## src/rtl/pico_div.sv

```systemverilog
// rtl/pico_div.sv - multi-cycle restoring integer divider for the pico datapath
//
// Purpose: divides a_i by b_i in W+2 cycles (launch, W restoring steps, one
// fix-up/register stage) and presents quotient, remainder and ALU-style flags.
// Truncates toward zero; the remainder carries the dividend's sign.
//
// Optional feature: define DIV_SIGNED_EN to honour signed_i (two's-complement
// divide). Without it every division is unsigned and signed_i is ignored.
//
// Ports:
//   clk_i     rising-edge clock
//   rst_ni    asynchronous active-low reset
//   start_i   launch request, sampled only while idle
//   signed_i  1 = signed divide (DIV_SIGNED_EN builds only), sampled with start_i
//   a_i, b_i  dividend / divisor, sampled with start_i
//   busy_o    high while a division is in progress (CALC and FIX)
//   done_o    one-cycle pulse; q_o/r_o/flags_o valid from this cycle
//   q_o, r_o  quotient / remainder, held until the next completion
//   flags_o   zero, negative, carry (inexact), overflow (div0 or -2^(W-1)/-1)

package pico;
  parameter int N = 8;

  typedef struct packed {
    logic zero;
    logic negative;
    logic carry;
    logic overflow;
  } flagsALU;
endpackage

module pico_div #(
  parameter int W  = pico::N,
  parameter int CW = $clog2(W + 1)
) (
  input  logic          clk_i,
  input  logic          rst_ni,
  input  logic          start_i,
  input  logic          signed_i,
  input  logic [W-1:0]  a_i,
  input  logic [W-1:0]  b_i,
  output logic          busy_o,
  output logic          done_o,
  output logic [W-1:0]  q_o,
  output logic [W-1:0]  r_o,
  output pico::flagsALU flags_o
);

  typedef enum logic [1:0] {
    IDLE,
    CALC,
    FIX
  } state_t;

  state_t state, state_nxt;

  logic [W-1:0]  quo;
  logic [W-1:0]  rem;
  logic [W-1:0]  dvs;
  logic [W-1:0]  a_raw;
  logic          div0;
  logic          ovf;
  logic [CW-1:0] cnt;

  logic          accept;
  logic [W-1:0]  a_mag;
  logic [W-1:0]  b_mag;
  logic          ovf_ld;

  logic [W:0]    shifted;
  logic [W:0]    diff;
  logic          ge;
  logic          unused_diff_msb;

  logic [W-1:0]  q_fix;
  logic [W-1:0]  r_fix;
  pico::flagsALU f_fix;

  assign accept = (state == IDLE) && start_i;
  assign busy_o = (state != IDLE);

`ifdef DIV_SIGNED_EN
  logic sign_q;
  logic sign_r;
  logic a_neg;
  logic b_neg;

  // The unsigned magnitude of -2^(W-1) is 2^(W-1), which still fits in W bits
  // because the magnitudes are treated as unsigned from here on.
  assign a_neg  = signed_i & a_i[W-1];
  assign b_neg  = signed_i & b_i[W-1];
  assign a_mag  = a_neg ? -a_i : a_i;
  assign b_mag  = b_neg ? -b_i : b_i;
  assign ovf_ld = signed_i && (a_i == {1'b1, {(W-1){1'b0}}}) && (b_i == '1);

  always_ff @(posedge clk_i or negedge rst_ni) begin
    if (!rst_ni) begin
      sign_q <= 1'b0;
      sign_r <= 1'b0;
    end else if (accept) begin
      sign_q <= a_neg ^ b_neg;
      sign_r <= a_neg;
    end
  end
`else
  logic unused_signed;

  assign unused_signed = signed_i;
  assign a_mag         = a_i;
  assign b_mag         = b_i;
  assign ovf_ld        = 1'b0;
`endif

  // One restoring step: shift the next dividend bit into the partial
  // remainder and keep the trial subtraction when it does not borrow.
  assign shifted         = {rem, quo[W-1]};
  assign ge              = (shifted >= {1'b0, dvs});
  assign diff            = shifted - {1'b0, dvs};
  assign unused_diff_msb = diff[W];

  always_ff @(posedge clk_i or negedge rst_ni) begin
    if (!rst_ni) begin
      state <= IDLE;
    end else begin
      state <= state_nxt;
    end
  end

  always_comb begin
    state_nxt = state;
    case (state)
      IDLE:    if (start_i) state_nxt = CALC;
      CALC:    if (cnt == CW'(W - 1)) state_nxt = FIX;
      FIX:     state_nxt = IDLE;
      default: state_nxt = IDLE;
    endcase
  end

  always_ff @(posedge clk_i or negedge rst_ni) begin
    if (!rst_ni) begin
      quo   <= '0;
      rem   <= '0;
      dvs   <= '0;
      a_raw <= '0;
      div0  <= 1'b0;
      ovf   <= 1'b0;
      cnt   <= '0;
    end else if (accept) begin
      quo   <= a_mag;
      rem   <= '0;
      dvs   <= b_mag;
      a_raw <= a_i;
      div0  <= (b_i == '0);
      ovf   <= ovf_ld;
      cnt   <= '0;
    end else if (state == CALC) begin
      quo <= {quo[W-2:0], ge};
      rem <= ge ? diff[W-1:0] : shifted[W-1:0];
      cnt <= cnt + 1'b1;
    end
  end

  // Sign restoration and override selection for the result stage.
  always_comb begin
`ifdef DIV_SIGNED_EN
    q_fix = sign_q ? -quo : quo;
    r_fix = sign_r ? -rem : rem;
`else
    q_fix = quo;
    r_fix = rem;
`endif
    if (div0) begin
      q_fix = '1;
      r_fix = a_raw;
    end else if (ovf) begin
      q_fix = a_raw;
      r_fix = '0;
    end
    f_fix.zero     = (q_fix == '0);
    f_fix.negative = q_fix[W-1];
    f_fix.carry    = (r_fix != '0);
    f_fix.overflow = div0 | ovf;
  end

  always_ff @(posedge clk_i or negedge rst_ni) begin
    if (!rst_ni) begin
      done_o  <= 1'b0;
      q_o     <= '0;
      r_o     <= '0;
      flags_o <= '0;
    end else begin
      done_o <= (state == FIX);
      if (state == FIX) begin
        q_o     <= q_fix;
        r_o     <= r_fix;
        flags_o <= f_fix;
      end
    end
  end

endmodule

```

## config.mk

```make
export PLATFORM = sky130hd
export DESIGN_NAME = pico_div
export DESIGN_NICKNAME = d
export VERILOG_FILES = /design/src/rtl/pico_div.sv
export SDC_FILE = /design/constraint.sdc
export NUM_CORES = 1
export LEC_CHECK = 0
export ABC_AREA = 1
export ABC_CLOCK_PERIOD_IN_PS = 1840
export CORE_UTILIZATION = 48
export CTS_BUF_LIST = sky130_fd_sc_hd__clkbuf_4
export DETAILED_ROUTE_END_ITERATION = 12
export GPL_ROUTABILITY_DRIVEN = 0
export GPL_TIMING_DRIVEN = 0
export PLACE_DENSITY = 0.69
export SLEW_MARGIN = 5
export SYNTH_ARGS = -nofsm -noshare
export SYNTH_HDL_FRONTEND = slang
export SYNTH_SLANG_ARGS = --single-unit
```

## constraint.sdc

```tcl
create_clock -name clk_i -period 1.84 [get_ports clk_i]
set_input_delay 0.368 -clock clk_i [delete_from_list [all_inputs] [get_ports clk_i]]
set_output_delay 0.368 -clock clk_i [all_outputs]
set_load 0.01 [all_outputs]
```

==> results.cfg <==
[timing]
hold_violations = 0
clock-skew-final_ps = 12.7
setup_slack_ps = 86.1
slew_violations = 0
holdWs_ps = 27.2
fmax_mhz = 570
setup_viol = 0
worstMarginPinSlew_ps = 720
final.min_clock_period_ps = 1750
rsz0062_at_grt = no
period_share_pct = 95.3
max-slew-margin-rel_pct = 52.0

[finish]
design_area_um2 = 3660
area_growth_pct = 24.9
drive_gt1_share_pct = 13.0
final_nets = 432
diodes = 0
final_cells = 482

[setup_path]
cp_common_cell = nand2_1
crit_chain = ha_1 > nand2_1 > nor3_2 > nand2_4 > nand2_4 > nand2_1 > nand3_1 > nand2_1
critPathCaptureType = flop
critPathRequiredTime_ps = 2120
critPathSlowestCell = dfrtp_1
rrSetupSlack_ps = 90
start_kind = flop
worstSetupPathType = reg2reg
cp.arrival_ps = 2040
cp_max_fo = 9
crit_path_max_incr_delay_ps = 430

[floorplan]
chipHeight_um = 80.2
ios = 42
rows = 28
core_area_um2 = 5920
start_util_pct = 49.6
die_area_um2 = 6430
die_x_um = 80.2

[grt]
grt_max_degree = 60
grt_most_used_layer = met2
grt_pass1_vias = 2306
antenna_found_initial = 0
use_met3_pct = 5.80
grtUsageTotal_pct = 22.5
gr-usage-met1_pct = 31.0
gr-total-overflow = 0
grt_pass1_wl_um = 10800
met2_usage_pct = 34.7

[synth]
ys_ff_latch = 59
async_flop_share_pct = 100
synth_area_um2 = 2930
synth_edf_count = 0
ys_types = 34
synth_cells = 347
syn_nets = 377
synth_warnings = 0
syn_area_per_cell_um2 = 8.46
seq_area_frac_synth_pct = 50.3
ys.flop_type = dfrtp_1

[drt]
ant_nets = 0
drc = 1
dr_total_vias = 2486
drt-pass1-iter-count = 8
post_drt_via_cell_ratio = 5.16
wl_um = 6450
dr.first_iter.drc_count = 107
wl_per_cell_um = 13.4

[hold_path]
min_path_type = in2async

[clock_tree]
clock_sinks = 59
clock_path_buffers = 2
htreeDepth = 3
cts_root_buf = clkbuf_4
cts_buffers = 9
clkTransAtPathRegs_ps = 100
clock_latency_ps = 400
cts_tree = done

[place]
pre_cts_slack_ps = 71.7
dp_cells = 462
dp_hpwl_um = 4740
port_buffers = 40
place_area_um2 = 3430

[pwr]
total_power_w = 0.00729
p_leak_nw = 1.78
power_density_nw_per_um2 = 1990
ir_worst_vdd_mv = 0.812

[flow_run]
maxCapViolCount = 0

[run_status]
status = complete, but fails checks
violations = design-rule violations
metrics by stage:
stage | util, % | setup TNS [ps]
CTS | 60.7 | 0
floorplan | - | 0
finish | 61.9 | 0
global placement | 57.9 | -88410
global route | 61.9 | 0
detailed placement | 57.9 | 0
registers in the layout (all words and copies together) (netlist names):
| register | count |
|---|---|
| quo | 8 |
| state | 2 |
| done_o | 1 |
| div0 | 1 |
| flags_o | 3 |
| r_o | 8 |
| q_o | 8 |
| cnt | 4 |
| dvs | 8 |
| a_raw | 8 |
| rem | 8 |
worst max-delay path, delay by kind of cell (launching register included):
kind	cells	cell delay [ps]
AND/OR/NAND/NOR	7	820
flip-flops	1	430
adder cells (fa/ha/maj)	1	380
layer usage:
metal	wire length [um]	vias up
li1	-	1241
met1	3000	1178
met2	3110	65
met3	325	2
met4	12	0
met5	0	-
cells in the mapped netlist, types with 5 or more instances:
cell type | count | area [um^2]
nand3_1 | 22 | 110
nand3b_1 | 5 | 37.5
o21ai_0 | 17 | 85.1
dfrtp_1 | 59 | 1480
ha_1 | 9 | 113
inv_1 | 37 | 139
o221ai_1 | 6 | 52.6
inv_2 | 7 | 26.3
nor2_1 | 21 | 78.8
a21oi_1 | 10 | 50.1
nand2_1 | 104 | 390
o21ai_1 | 13 | 65.1
cell families (layout without fill, tap and decap cells):
| family | Yosys count | after routing | share of synthesized area, % |
|---|---|---|---|
| adder cells (fa/ha/maj) | 10 | 10 | 4.52 |
| AND/OR/NAND/NOR | 169 | 169 | 26.1 |
| AO/OA/AOI/OAI | 52 | 53 | 10.5 |
| buffers and inverters | 54 | 113 | 7.72 |
| flip-flops | 59 | 59 | 50.3 |
| XOR/XNOR | 3 | 3 | 0.896 |
power by group:
part | switching (W) | internal [W]
clock network | 0.000452 | 0.000556
logic | 0.00234 | 0.00170
registers | 0.000351 | 0.00189
total | 0.00315 | 0.00415
path summary, 6_finish.rpt:
kind / endpoint / cells past startpoint / from
max in group asynchronous: rem[2] / 1 / rst_ni
min in group clk_i: r_o[1] / 2 / r_o[1]
worst max register to register: rem[2] / 8 / rem[4]
worst max-delay path: rem[2] / 8 / rem[4]
worst min-delay path: flags_o[3] / 1 / rst_ni
worst min register to register: r_o[1] / 2 / r_o[1]
placed cells by master, fill, tap and decap left out, types with 5 or more instances in the layout:
cell type / instances
nand3b_1: 5
o21ai_1: 13
o21ai_0: 17
nand3_1: 22
inv_1: 35
ha_1: 5
buf_4: 7
nor2_1: 18
o221ai_1: 6
inv_2: 9
dfrtp_1: 59
nand2_1: 104
a21oi_1: 10
clkdlybuf4s50_1: 37
clkbuf_4: 10
layout make-up:
cell class              instances  area [um^2]
well taps                      75         93.8
fillers                       535         2260
clock inverters                 6         80.1
repair buffers                 43          425
plain buffers                   9         57.6
inverters                      45          169
clock buffers                  10         75.1
multi-input cells             235         1290
flip-flops and latches         59         1480
timing repair:
item	4_1_cts	5_1_grt
endpoints found under the hold margin	0	0
hold buffers	0	0
endpoints found under the setup margin	1	11
resized for setup	1	10
gates cloned	0	1
buffers inserted	1	2
pin swaps	0	0
Power figures use the tool's default switching activity.
